File: src/rtl/rom_read_sequencer.sv
// rom_read_sequencer: sweeps a parallel ROM from address 0 to LAST_ADDRESS with
// programmable CE/OE setup and access delays, handing each byte off over valid/ready.
module rom_read_sequencer #(
    parameter int ADDRESS_WIDTH = 9,
    parameter int DATA_WIDTH    = 8,
    parameter int SETUP_CYCLES  = 2,
    parameter int ACCESS_CYCLES = 4,
    parameter int LAST_ADDRESS  = 511
) (
    input  logic                     clk,
    input  logic                     reset,
    input  logic                     start,
    input  logic [DATA_WIDTH-1:0]    rom_data,
    input  logic                     data_ready,
    output logic [ADDRESS_WIDTH-1:0] address_line,
    output logic                     rom_ce_n,
    output logic                     rom_oe_n,
    output logic [DATA_WIDTH-1:0]    data_out,
    output logic                     data_valid,
    output logic                     busy,
    output logic                     done
);
    typedef enum logic [2:0] {IDLE, SETUP, ACCESS, HANDOFF, DONE} state_t;
    localparam logic [7:0] SETUP_LAST = 8'(SETUP_CYCLES - 1);
    localparam logic [7:0] ACCESS_LAST = 8'(ACCESS_CYCLES - 1);
    localparam logic [ADDRESS_WIDTH-1:0] LAST = ADDRESS_WIDTH'(LAST_ADDRESS);
    state_t state;
    logic [7:0] count;
    always_ff @(posedge clk or negedge reset) begin
        if (!reset) begin
            state <= IDLE;
            address_line <= '0;
            rom_ce_n <= 1'b1;
            rom_oe_n <= 1'b1;
            data_out <= '0;
            data_valid <= 1'b0;
            busy <= 1'b0;
            done <= 1'b0;
            count <= '0;
        end else begin
            case (state)
                IDLE: if (start) begin
                    address_line <= '0;
                    rom_ce_n <= 1'b0;
                    busy <= 1'b1;
                    count <= '0;
                    state <= SETUP;
                end
                SETUP: if (count == SETUP_LAST) begin
                    rom_oe_n <= 1'b0;
                    count <= '0;
                    state <= ACCESS;
                end else count <= count + 8'd1;
                // Capture on the final access edge, while OE is still low.
                ACCESS: if (count == ACCESS_LAST) begin
                    data_out <= rom_data;
                    data_valid <= 1'b1;
                    rom_oe_n <= 1'b1;
                    rom_ce_n <= 1'b1;
                    state <= HANDOFF;
                end else count <= count + 8'd1;
                HANDOFF: if (data_ready) begin
                    data_valid <= 1'b0;
                    if (address_line == LAST) begin
                        done <= 1'b1;
                        state <= DONE;
                    end else begin
                        address_line <= address_line + ADDRESS_WIDTH'(1);
                        rom_ce_n <= 1'b0;
                        count <= '0;
                        state <= SETUP;
                    end
                end
                DONE: begin
                    done <= 1'b0;
                    busy <= 1'b0;
                    state <= IDLE;
                end
                default: state <= IDLE;
            endcase
        end
    end
endmodule

File: config.mk
export PLATFORM = sky130hd
export DESIGN_NAME = rom_read_sequencer
export DESIGN_NICKNAME = d
export VERILOG_FILES = /design/src/rtl/rom_read_sequencer.sv
export SDC_FILE = /design/constraint.sdc
export NUM_CORES = 1
export LEC_CHECK = 0
export BUFFER_PORTS_ARGS = -buffer_cell sky130_fd_sc_hd__buf_2
export CAP_MARGIN = 20
export CORE_UTILIZATION = 51
export CTS_BUF_LIST = sky130_fd_sc_hd__clkbuf_4
export DETAILED_ROUTE_END_ITERATION = 10
export PLACE_DENSITY_LB_ADDON = 0.2
export RECOVER_POWER = 50
export SKIP_LAST_GASP = 1
export SLEW_MARGIN = 20
export SYNTH_ARGS = -nofsm -noshare
export SYNTH_HDL_FRONTEND = slang
export SYNTH_SLANG_ARGS = --single-unit
File: constraint.sdc
create_clock -name clk -period 2 [get_ports clk]
set_input_delay 0.4 -clock clk [delete_from_list [all_inputs] [get_ports clk]]
set_output_delay 0.4 -clock clk [all_outputs]
set_load 0.02 [all_outputs]
==> impl_metrics.json, run 1 <==
{
  "die_w_um": 59.1,
  "async_reset_ff_frac": 1.00,
  "synth_compound_area_frac": 0.158,
  "drt_iter0_drc": 60,
  "synth-edff-count": 0,
  "violations": "max-capacitance violations, max-slew violations, negative setup slack",
  "fin_skew_ns": 0.00996,
  "fillers": 224,
  "grt_pass1_vias": 1445,
  "cts_sinks": 33,
  "core_mm2": 0.00308,
  "netlist_instances": 163,
  "cts_tree": "done",
  "rows": 20,
  "synth_top_family_by_area": "simple AND/OR/NAND/NOR gates",
  "drc": 0,
  "viasPerCell": 5.43,
  "cp_max_fo": 3,
  "rsz0062_at_grt": "yes",
  "final.setup.worst_slack_ns": -0.252,
  "start_util": 0.539,
  "drtPass1Iterations": 4,
  "clock_latency_ns": 0.34,
  "hold_violations": 0,
  "portBuffers": 33,
  "io_pins": 34,
  "wl_per_cell_um": 14.4,
  "nNetsFinal": 243,
  "grt-ovfl-total": 0,
  "clock_path_buffers": 2,
  "setup_violations": 8,
  "power.density_mw_per_mm2": 1140,
  "status": "finished, violations left",
  "dr_total_vias": 1476,
  "drive_gt1_frac": 0.456,
  "worst_ep_required_time_ns": 2.23,
  "grtUsageTotal": 0.246,
  "grt_max_degree": 34,
  "yosysSeqAreaShare": 0.499,
  "seqCellArea_um2": 836,
  "htreeDepth": 2,
  "total_power_w": 0.00260,
  "synth-adder-area-share": 0.0301,
  "muxShareOfSynthArea": 0.0678,
  "grt_pass1_wl_um": 6300,
  "yosys.area_share.simple": 0.193,
  "slew_violations": 34,
  "gp_congestion": 0.820,
  "numCtsBuffers": 5,
  "synth_top_flop_cell": "dfrtp_1",
  "path_class": "reg2reg",
  "wirelength_um": 3910,
  "avgSynthCellArea_um2": 10.2,
  "multiInputGateArea_um2": 900,
  "synth_nets": 179,
  "clock.fmax_mhz": 444,
  "area_growth_pct": 37.2,
  "die_h_um": 59.1,
  "ys_seq_elements": 33,
  "fin_crit_sh": 1.13,
  "dieArea_mm2": 0.00349,
  "cts_root_buf": "clkbuf_4",
  "antenna_found_initial": 0,
  "clkTransAtPathRegs_ns": 0.12,
  "ys_types": 41,
  "cp.arrival_ns": 2.49,
  "tightest_slew_ns": 1.71,
  "hold_path.class": "in2reg",
  "critPathCaptureType": "flip-flop",
  "diodes": 0,
  "hold_ws_ns": 0.277,
  "dp_hpwl_um": 2830,
  "synth-xor-area-share": 0.0211,
  "synth_warnings": 0,
  "peakVddDrop_mv": 0.794,
  "final_cell_count_no_fill": 272,
  "cap_violations": 1,
  "relSlewSlack": -0.142,
  "drtAntennaViolNets": 0,
  "min_period_ns": 2.25,
  "dp_cells": 258,
  "power.leakage_nw": 0.990,
  "cp-start-kind": "flip-flop",
  "synth_area_mm2": 0.00166
}
-- registers in the layout, summed over array words and instances, names as in the netlist --
register,count
address_line,9
busy,1
count,8
data_out,8
data_valid,1
done,1
rom_ce_n,1
rom_oe_n,1
state,3
-- final cells by class --
type                       instances  area share
multi-input combinational        117       0.395
clock buffer                       5      0.0165
clock inverter                     3      0.0203
inverter                           8      0.0132
tap                               44      0.0242
sequential                        33       0.367
timing repair buffer              62       0.164
-- synthesized netlist by cell type, types with 3 or more instances --
library cell,number,share of area
a211oi_1,3,0.014
a21oi_1,14,0.042
clkbuf_1,3,0.0068
dfrtp_1,31,0.47
ha_1,4,0.030
inv_1,8,0.018
mux2_2,10,0.068
nand2_1,19,0.043
nand2b_1,4,0.015
nand3_1,3,0.0090
nand4_1,4,0.015
nor2_1,8,0.018
o21ai_0,7,0.021
o31ai_1,5,0.023
or3_1,3,0.011
or4_1,5,0.023
xnor2_1,4,0.021
-- worst paths after layout --
path | to | cells after the start | startpoint | slack, ns
setup / recovery | address_line[6]$_DFFE_PN0P_ | 9 | address_line[4]$_DFFE_PN0P_ | -0.25
hold / removal | data_out[5]$_DFFE_PN0P_ | 2 | rom_data[5] | 0.28
setup reg to reg | address_line[6]$_DFFE_PN0P_ | 9 | address_line[4]$_DFFE_PN0P_ | -0.25
hold reg to reg | rom_oe_n$_DFFE_PN1P_ | 2 | rom_oe_n$_DFFE_PN1P_ | 0.47
max in group asynchronous | address_line[4]$_DFFE_PN0P_ | 1 | reset | 0.40
min in group asynchronous | count[2]$_DFFE_PN0P_ | 1 | reset | 0.49
-- where the power goes --
part           internal [W]  switching [W]
clock              0.000265       0.000250
combinational      0.000490       0.000634
sequential         0.000842       0.000123
-- worst max-delay path, stage by stage (launching register included) --
cell and delay, ns:
dfrtp_2 0.42, nand4_1 0.14, or2_4 0.16, nor2_4 0.04
ha_4 0.14, nand4b_1 0.22, a2111oi_0 0.63, buf_4 0.22
xnor2_1 0.11, nor2_1 0.06
-- kinds of logic (layout without fill, tap and decap cells) --
kind of cell,count (synthesis),after routing
xor gates and xnor gates,4,4
adders and majority gates,4,4
muxes,10,10
and+or+nand+nor,59,59
buffers and inverters,13,78
AOI/OAI and AO/OA,40,40
DFF,33,33
-- layout by cell type, fill, tap and decap left out, types with 4 or more instances in the layout --
cell type / count
a21oi_2: 4
a21oi_1: 10
inv_1: 8
mux2_2: 10
clkbuf_4: 5
nor2_1: 7
o21ai_0: 6
dfrtp_1: 25
clkbuf_1: 6
buf_4: 28
nand4_1: 4
buf_2: 28
dfrtp_2: 6
nand2_1: 18
-- per-layer routing --
metal | up-vias | wire length [um] | global-route usage
li1 | 726 | - | -
met1 | 717 | 1660 | 0.287
met2 | 25 | 2040 | 0.430
met3 | 8 | 137 | 0.0633
met4 | 0 | 69 | 0.0952
met5 | - | 0 | 0
-- metrics by stage --
step | TNS (ns) | setup slack (ns) | cell area [um2] | util
2_1_floorplan | -0.288 | -0.167 | 1680 | -
3_3_place_gp | -0.0667 | -0.0667 | 2050 | 0.667
3_5_place_dp | -0.481 | -0.150 | 2050 | 0.667
4_1_cts | -0.432 | -0.118 | 2170 | 0.704
5_1_grt | -1.34 | -0.329 | 2280 | 0.740
6_report | -0.759 | -0.252 | 2280 | 0.740
-- repair_timing --
item / in CTS / in global routing
setup endpoints to repair: 9 / 16
hold buffers: 0 / 0
setup buffers: 2 / 4
pin swaps: 6 / 7
resized for setup: 3 / 19
Power figures use the tool's default switching activity.
==> inputs of run 2 (changes only) <==
--- a/config.mk
+++ b/config.mk
@@ -5,9 +5,10 @@
 export SDC_FILE = /design/constraint.sdc
 export NUM_CORES = 1
 export LEC_CHECK = 0
+export ABC_AREA = 1
 export BUFFER_PORTS_ARGS = -buffer_cell sky130_fd_sc_hd__buf_2
 export CAP_MARGIN = 20
-export CORE_UTILIZATION = 51
+export CORE_UTILIZATION = 52
 export CTS_BUF_LIST = sky130_fd_sc_hd__clkbuf_4
 export DETAILED_ROUTE_END_ITERATION = 10
 export PLACE_DENSITY_LB_ADDON = 0.2
==> impl_metrics.json, run 2 <==
{
  "fin_util": 0.640,
  "drc": 0,
  "numCtsBuffers": 5,
  "die_h_um": 61.4,
  "wl_per_cell_um": 11.4,
  "async_reset_ff_frac": 1.00,
  "area_growth_pct": 17.4,
  "fin_crit_sh": 0.942,
  "hold_violations": 0,
  "drive_gt1_frac": 0.185,
  "critPathCaptureType": "flip-flop",
  "grt_pass1_wl_um": 6050,
  "cts_tree": "done",
  "violations": "max-capacitance violations, max-slew violations",
  "grt_pass1_vias": 1416,
  "dp_hpwl_um": 2700,
  "dieArea_mm2": 0.00377,
  "relSlewSlack": -0.145,
  "dp_cells": 321,
  "power.leakage_nw": 1.21,
  "largest_reg_flops": 9,
  "status": "finished, violations left",
  "setup_violations": 0,
  "power.density_mw_per_mm2": 1210,
  "final_cell_mix": "nand2_1, inv_1, dfrtp_1",
  "reg_top3": "address_line x9, count x8, data_out x8",
  "ys_types": 25,
  "min_period_ns": 1.88,
  "nNetsFinal": 302,
  "top_register": "address_line",
  "cp.arrival_ns": 2.09,
  "grtUsageTotal": 0.223,
  "wirelength_um": 3810,
  "worst_ep_required_time_ns": 2.20,
  "synth-edff-count": 0,
  "htreeDepth": 2,
  "diodes": 0,
  "cpMostUsedCell": "nand2_1",
  "yosys.area.top_type": "dfrtp_1",
  "synth_top_flop_cell": "dfrtp_1",
  "final_area_mm2": 0.00215,
  "final_cell_count_no_fill": 333,
  "cp_cell_sequence": "ha_2 -> nand2_1 -> inv_1 -> nand2_1 -> nor3_1 -> ha_2 -> inv_1 -> nand2_1 -> nand2_2 -> nand2_2 -> o21ai_0",
  "avgSynthCellArea_um2": 7.54,
  "clock_latency_ns": 0.33,
  "rows": 21,
  "hold_path.class": "in2reg",
  "drt_iter0_drc": 108,
  "io_pins": 34,
  "path_class": "reg2reg",
  "synth_nets": 259,
  "crit_path_end": "address_line[1]$_DFFE_PN0P_",
  "portBuffers": 33,
  "gp_congestion": 0.809,
  "cts_root_buf": "clkbuf_4",
  "yosysSeqAreaShare": 0.452,
  "clkTransAtPathRegs_ns": 0.10,
  "r2r_setup_slack_ns": 0.12,
  "grt-ovfl-total": 0,
  "post-synth-top-count-cell": "nand2_1",
  "cap_violations": 1,
  "netlist_instances": 243,
  "synthTopCellsByArea": "dfrtp_1, nand2_1, inv_1, nand3_1, nor2_1",
  "grt_max_degree": 34,
  "slew_violations": 34,
  "tightest_slew_ns": 1.72,
  "cp-start-kind": "flip-flop",
  "clock_path_buffers": 2,
  "peakVddDrop_mv": 1.04,
  "start_util": 0.545,
  "cp_max_fo": 8,
  "r2r_cells": 11,
  "place_area_mm2": 0.00205,
  "synth_common_cells": "nand2_1, dfrtp_1, inv_1",
  "drtAntennaViolNets": 0,
  "r2r_end": "address_line[1]$_DFFE_PN0P_",
  "synth_top_area_share": 0.423,
  "antenna_found_initial": 0,
  "fin_skew_ns": 0.00924,
  "viasPerCell": 5.00,
  "ys_seq_elements": 33,
  "crit_slowest_cell": "dfrtp_1",
  "die_w_um": 61.4,
  "regToRegStartpoint": "address_line[0]$_DFFE_PN0P_",
  "layout_commonest_cell": "nand2_1",
  "cts_sinks": 33,
  "drtPass1Iterations": 4,
  "crit_start": "address_line[0]$_DFFE_PN0P_",
  "core_mm2": 0.00336,
  "clock.fmax_mhz": 531,
  "dr_total_vias": 1666,
  "cpPeakStageDelay_ns": 0.42,
  "synth_area_mm2": 0.00183,
  "synth_warnings": 0
}
==> run 2: cell count changes in the layout (fill, tap and decap cells not counted), moves of 10 or more <==
cell / previous run / this run
inv_1: 8 / 31
nand2_1: 18 / 93
nor2_1: 7 / 17
buf_4: 28 / 4
nand3_1: 3 / 18
mux2_2: 10 / 0
==> run 2: per-layer routing <==
layer  GRT usage  vias to the layer above  wire, um
met1       0.290                      774      1840
li1            -                      856         -
met4      0.0857                        0        48
met3      0.0588                        4       135
met5           0                        -         0
met2       0.360                       32      1780
==> run 2: cell type report <==
cell class / count / area [um2]
fillers: 353 / 1210
multi-input cells: 176 / 882
flip-flops and latches: 33 / 828
repair buffers: 37 / 181
inverters: 33 / 124
well taps: 46 / 57.6
clock buffers: 6 / 45.0
clock inverters: 2 / 33.8
==> run 2: how the worst min path moves through the flow <==
stage / from / endpoint / slack, ns / depth (start not counted)
2_1_floorplan: reset / address_line[0]$_DFFE_PN0P_ / 0.10 / 0
4_1_cts: reset / count[4]$_DFFE_PN0P_ / 0.13 / 1
6_report: rom_data[2] / data_out[2]$_DFFE_PN0P_ / 0.26 / 3
5_1_grt: rom_data[3] / data_out[3]$_DFFE_PN0P_ / 0.25 / 3
3_5_place_dp: rom_ce_n$_DFFE_PN1P_ / rom_ce_n$_DFFE_PN1P_ / 0.46 / 2
3_3_place_gp: data_out[1]$_DFFE_PN0P_ / data_out[1]$_DFFE_PN0P_ / 0.46 / 2
==> run 2: what timing repair did <==
action / CTS / global route
endpoints found under the setup margin: 0 / 18
buffers inserted: 0 / 2
gates resized for setup: 0 / 4
hold buffers: 0 / 0
==> run 2: report_power, final <==
part           switching, W  leakage, nW  total, W  internal (W)
sequential         0.000142        0.424  0.000984      0.000843
clock              0.000214       0.0433  0.000487      0.000274
combinational      0.000795        0.740   0.00114      0.000347
==> run 2: cell families (layout without fill, tap and decap cells) <==
| family | Yosys count | after routing | share of synthesized area |
|---|---|---|---|
| buf+inv | 36 | 78 | 0.0805 |
| flops | 33 | 33 | 0.452 |
| simple gates | 140 | 142 | 0.330 |
| xor+xnor | 4 | 4 | 0.0191 |
| compound gates | 26 | 26 | 0.0908 |
| fa+ha+maj | 4 | 4 | 0.0273 |
==> run 2: per-stage QoR <==
| stage | hold slack (ns) | total power [W] | worst slack, ns | setup TNS [ns] |
|---|---|---|---|---|
| finish | 0.261 | 0.00261 | 0.117 | 0 |
| global route | 0.250 | 0.00283 | -0.0363 | -0.229 |
| CTS | 0.132 | 0.00257 | 0.0150 | 0 |
| detailed placement | 0.455 | 0.00207 | 0.0384 | 0 |
| global placement | 0.458 | 0.00205 | 0.142 | 0 |
| floorplan | 0.104 | 0.00180 | 0.158 | 0 |
==> run 2: critical path, delay by kind of cell, from the launching register on <==
kind                       cells  cell delay [ns]
and+or+nand+nor                6             0.65
adders and majority gates      2             0.47
DFF                            1             0.42
buffers and inverters          2             0.13
AOI/OAI and AO/OA              1             0.11
==> inputs of run 3 (changes only) <==
--- a/config.mk
+++ b/config.mk
@@ -8,9 +8,10 @@
 export ABC_AREA = 1
 export BUFFER_PORTS_ARGS = -buffer_cell sky130_fd_sc_hd__buf_2
 export CAP_MARGIN = 20
-export CORE_UTILIZATION = 52
+export CORE_UTILIZATION = 62
 export CTS_BUF_LIST = sky130_fd_sc_hd__clkbuf_4
 export DETAILED_ROUTE_END_ITERATION = 10
+export GPL_ROUTABILITY_DRIVEN = 0
 export PLACE_DENSITY_LB_ADDON = 0.2
 export RECOVER_POWER = 50
 export SKIP_LAST_GASP = 1
==> constraint.sdc (replaced) <==
create_clock -name clk -period 2.34 [get_ports clk]
set_input_delay 0.468 -clock clk [delete_from_list [all_inputs] [get_ports clk]]
set_output_delay 0.468 -clock clk [all_outputs]
set_load 0.02 [all_outputs]
==> impl_metrics.json, run 3 (synthesis gave the netlist of run 2 again) <==
{
  "status": "finished, violations left",
  "violations": "max-capacitance violations, max-slew violations",
  "clock.fmax_mhz": 492,
  "hold_violations": 0,
  "cts_sinks": 33,
  "layout_commonest_cell": "nand2_1",
  "cpPeakStageDelay_ns": 0.44,
  "clock_latency_ns": 0.33,
  "reg_top3": "address_line x9, count x8, data_out x8",
  "hold_path.class": "in2reg",
  "drtPass1Iterations": 4,
  "wl_per_cell_um": 12.4,
  "area_growth_pct": 12.2,
  "critPathCaptureType": "flip-flop",
  "cts_root_buf": "clkbuf_4",
  "grtUsageTotal": 0.272,
  "cts_tree": "done",
  "io_pins": 34,
  "die_w_um": 56.4,
  "cp.arrival_ns": 2.27,
  "top_register": "address_line",
  "tightest_slew_ns": 1.69,
  "drc": 0,
  "path_class": "reg2reg",
  "peakVddDrop_mv": 0.881,
  "final_cell_mix": "nand2_1, inv_1, dfrtp_1",
  "grt-ovfl-total": 0,
  "dr_total_vias": 1667,
  "fillers": 229,
  "setup_violations": 0,
  "relSlewSlack": -0.125,
  "crit_slowest_cell": "dfrtp_1",
  "cp_max_fo": 17,
  "fin_util": 0.739,
  "clkTransAtPathRegs_ns": 0.10,
  "grt_pass1_vias": 1582,
  "power.density_mw_per_mm2": 997,
  "fin_crit_sh": 0.868,
  "core_mm2": 0.00278,
  "cap_violations": 1,
  "htreeDepth": 2,
  "clock_path_buffers": 2,
  "slew_violations": 34,
  "die_h_um": 56.4,
  "drt_iter0_drc": 35,
  "viasPerCell": 5.34,
  "rsz0062_at_grt": "no",
  "grt_pass1_wl_um": 6590,
  "nNetsFinal": 297,
  "cpMostUsedCell": "nand2_1",
  "diodes": 0,
  "fin_skew_ns": 0.00645,
  "rows": 19,
  "numCtsBuffers": 5,
  "min_period_ns": 2.03,
  "wirelength_um": 3870,
  "largest_reg_flops": 9,
  "cp_cell_sequence": "ha_1 -> nand2_1 -> inv_1 -> nand2_1 -> nor3_1 -> ha_1 -> inv_1 -> nand2_1 -> nand2_1 -> nand2_2 -> inv_1 -> nand3_1 -> nand2_1",
  "cts_setup_buffers": 0,
  "tns_ns": 0,
  "grt_max_degree": 34,
  "power.leakage_nw": 1.17,
  "cts-resized-gates": 0,
  "antenna_found_initial": 0,
  "cp-start-kind": "flip-flop",
  "dieArea_mm2": 0.00318,
  "drtAntennaViolNets": 0,
  "drive_gt1_frac": 0.157,
  "start_util": 0.659,
  "portBuffers": 33,
  "hold_buffers": 0,
  "worst_ep_required_time_ns": 2.58,
  "dp_hpwl_um": 2830
}
==> run 3: cell types whose count changed in the layout (fill, tap and decap cells not counted), sizes merged <==
cell	change
nand2	-2
buf	-3
bufinv	-1
==> run 3: through the flow <==
stage | std cells | total power (W) | worst slack [ns] | instance area, um2 | hold WS [ns]
global placement | 305 | 0.00175 | 0.491 | 2020 | 0.455
floorplan | 243 | 0.00154 | 0.498 | 1830 | 0.172
global route | 312 | 0.00220 | 0.119 | 2060 | 0.314
CTS | 312 | 0.00208 | 0.317 | 2070 | 0.187
finish | 312 | 0.00205 | 0.309 | 2060 | 0.322
detailed placement | 305 | 0.00177 | 0.356 | 2020 | 0.459
==> run 3: power breakdown <==
group | total (W) | switching, W | internal (W)
Combinational | 0.000900 | 0.000642 | 0.000258
Clock | 0.000304 | 0.000183 | 0.000120
Sequential | 0.000845 | 0.000124 | 0.000721
Total | 0.00205 | 0.000950 | 0.00110
==> run 3: area by class of cell <==
cell class                 count  area (um2)  share of cell area
clock inverter                 1        3.75             0.00183
clock buffer                   6        45.0              0.0219
inverter                      33         124              0.0603
tap                           31        38.8              0.0189
sequential                    33         828               0.403
timing repair buffer          34         159              0.0773
multi-input combinational    174         857               0.417
==> run 3: path summary, 6_finish.rpt <==
kind	slack, ns	endpoint	cells after the start	start
setup / recovery	0.31	address_line[5]$_DFFE_PN0P_	13	address_line[1]$_DFFE_PN0P_
hold / removal	0.32	data_out[5]$_DFFE_PN0P_	3	rom_data[5]
setup reg to reg	0.31	address_line[5]$_DFFE_PN0P_	13	address_line[1]$_DFFE_PN0P_
hold reg to reg	0.47	rom_ce_n$_DFFE_PN1P_	2	rom_ce_n$_DFFE_PN1P_
max in group asynchronous	0.81	data_out[2]$_DFFE_PN0P_	1	reset
min in group asynchronous	0.55	count[6]$_DFFE_PN0P_	1	reset
==> run 3: worst max-delay path, delay by kind of cell, from the launching register on <==
kind / cells / cell delay, ns
adder cells (fa/ha/maj): 2 / 0.48
buffers and inverters: 3 / 0.23
flip-flops: 1 / 0.44
AND/OR/NAND/NOR: 8 / 0.78
==> run 3: routing by layer <==
metal	global-route usage	up-vias	routed length, um
li1	-	849	-
met1	0.328	779	1780
met2	0.463	31	1910
met3	0.0530	8	110
met4	0.136	0	68
met5	0	-	0
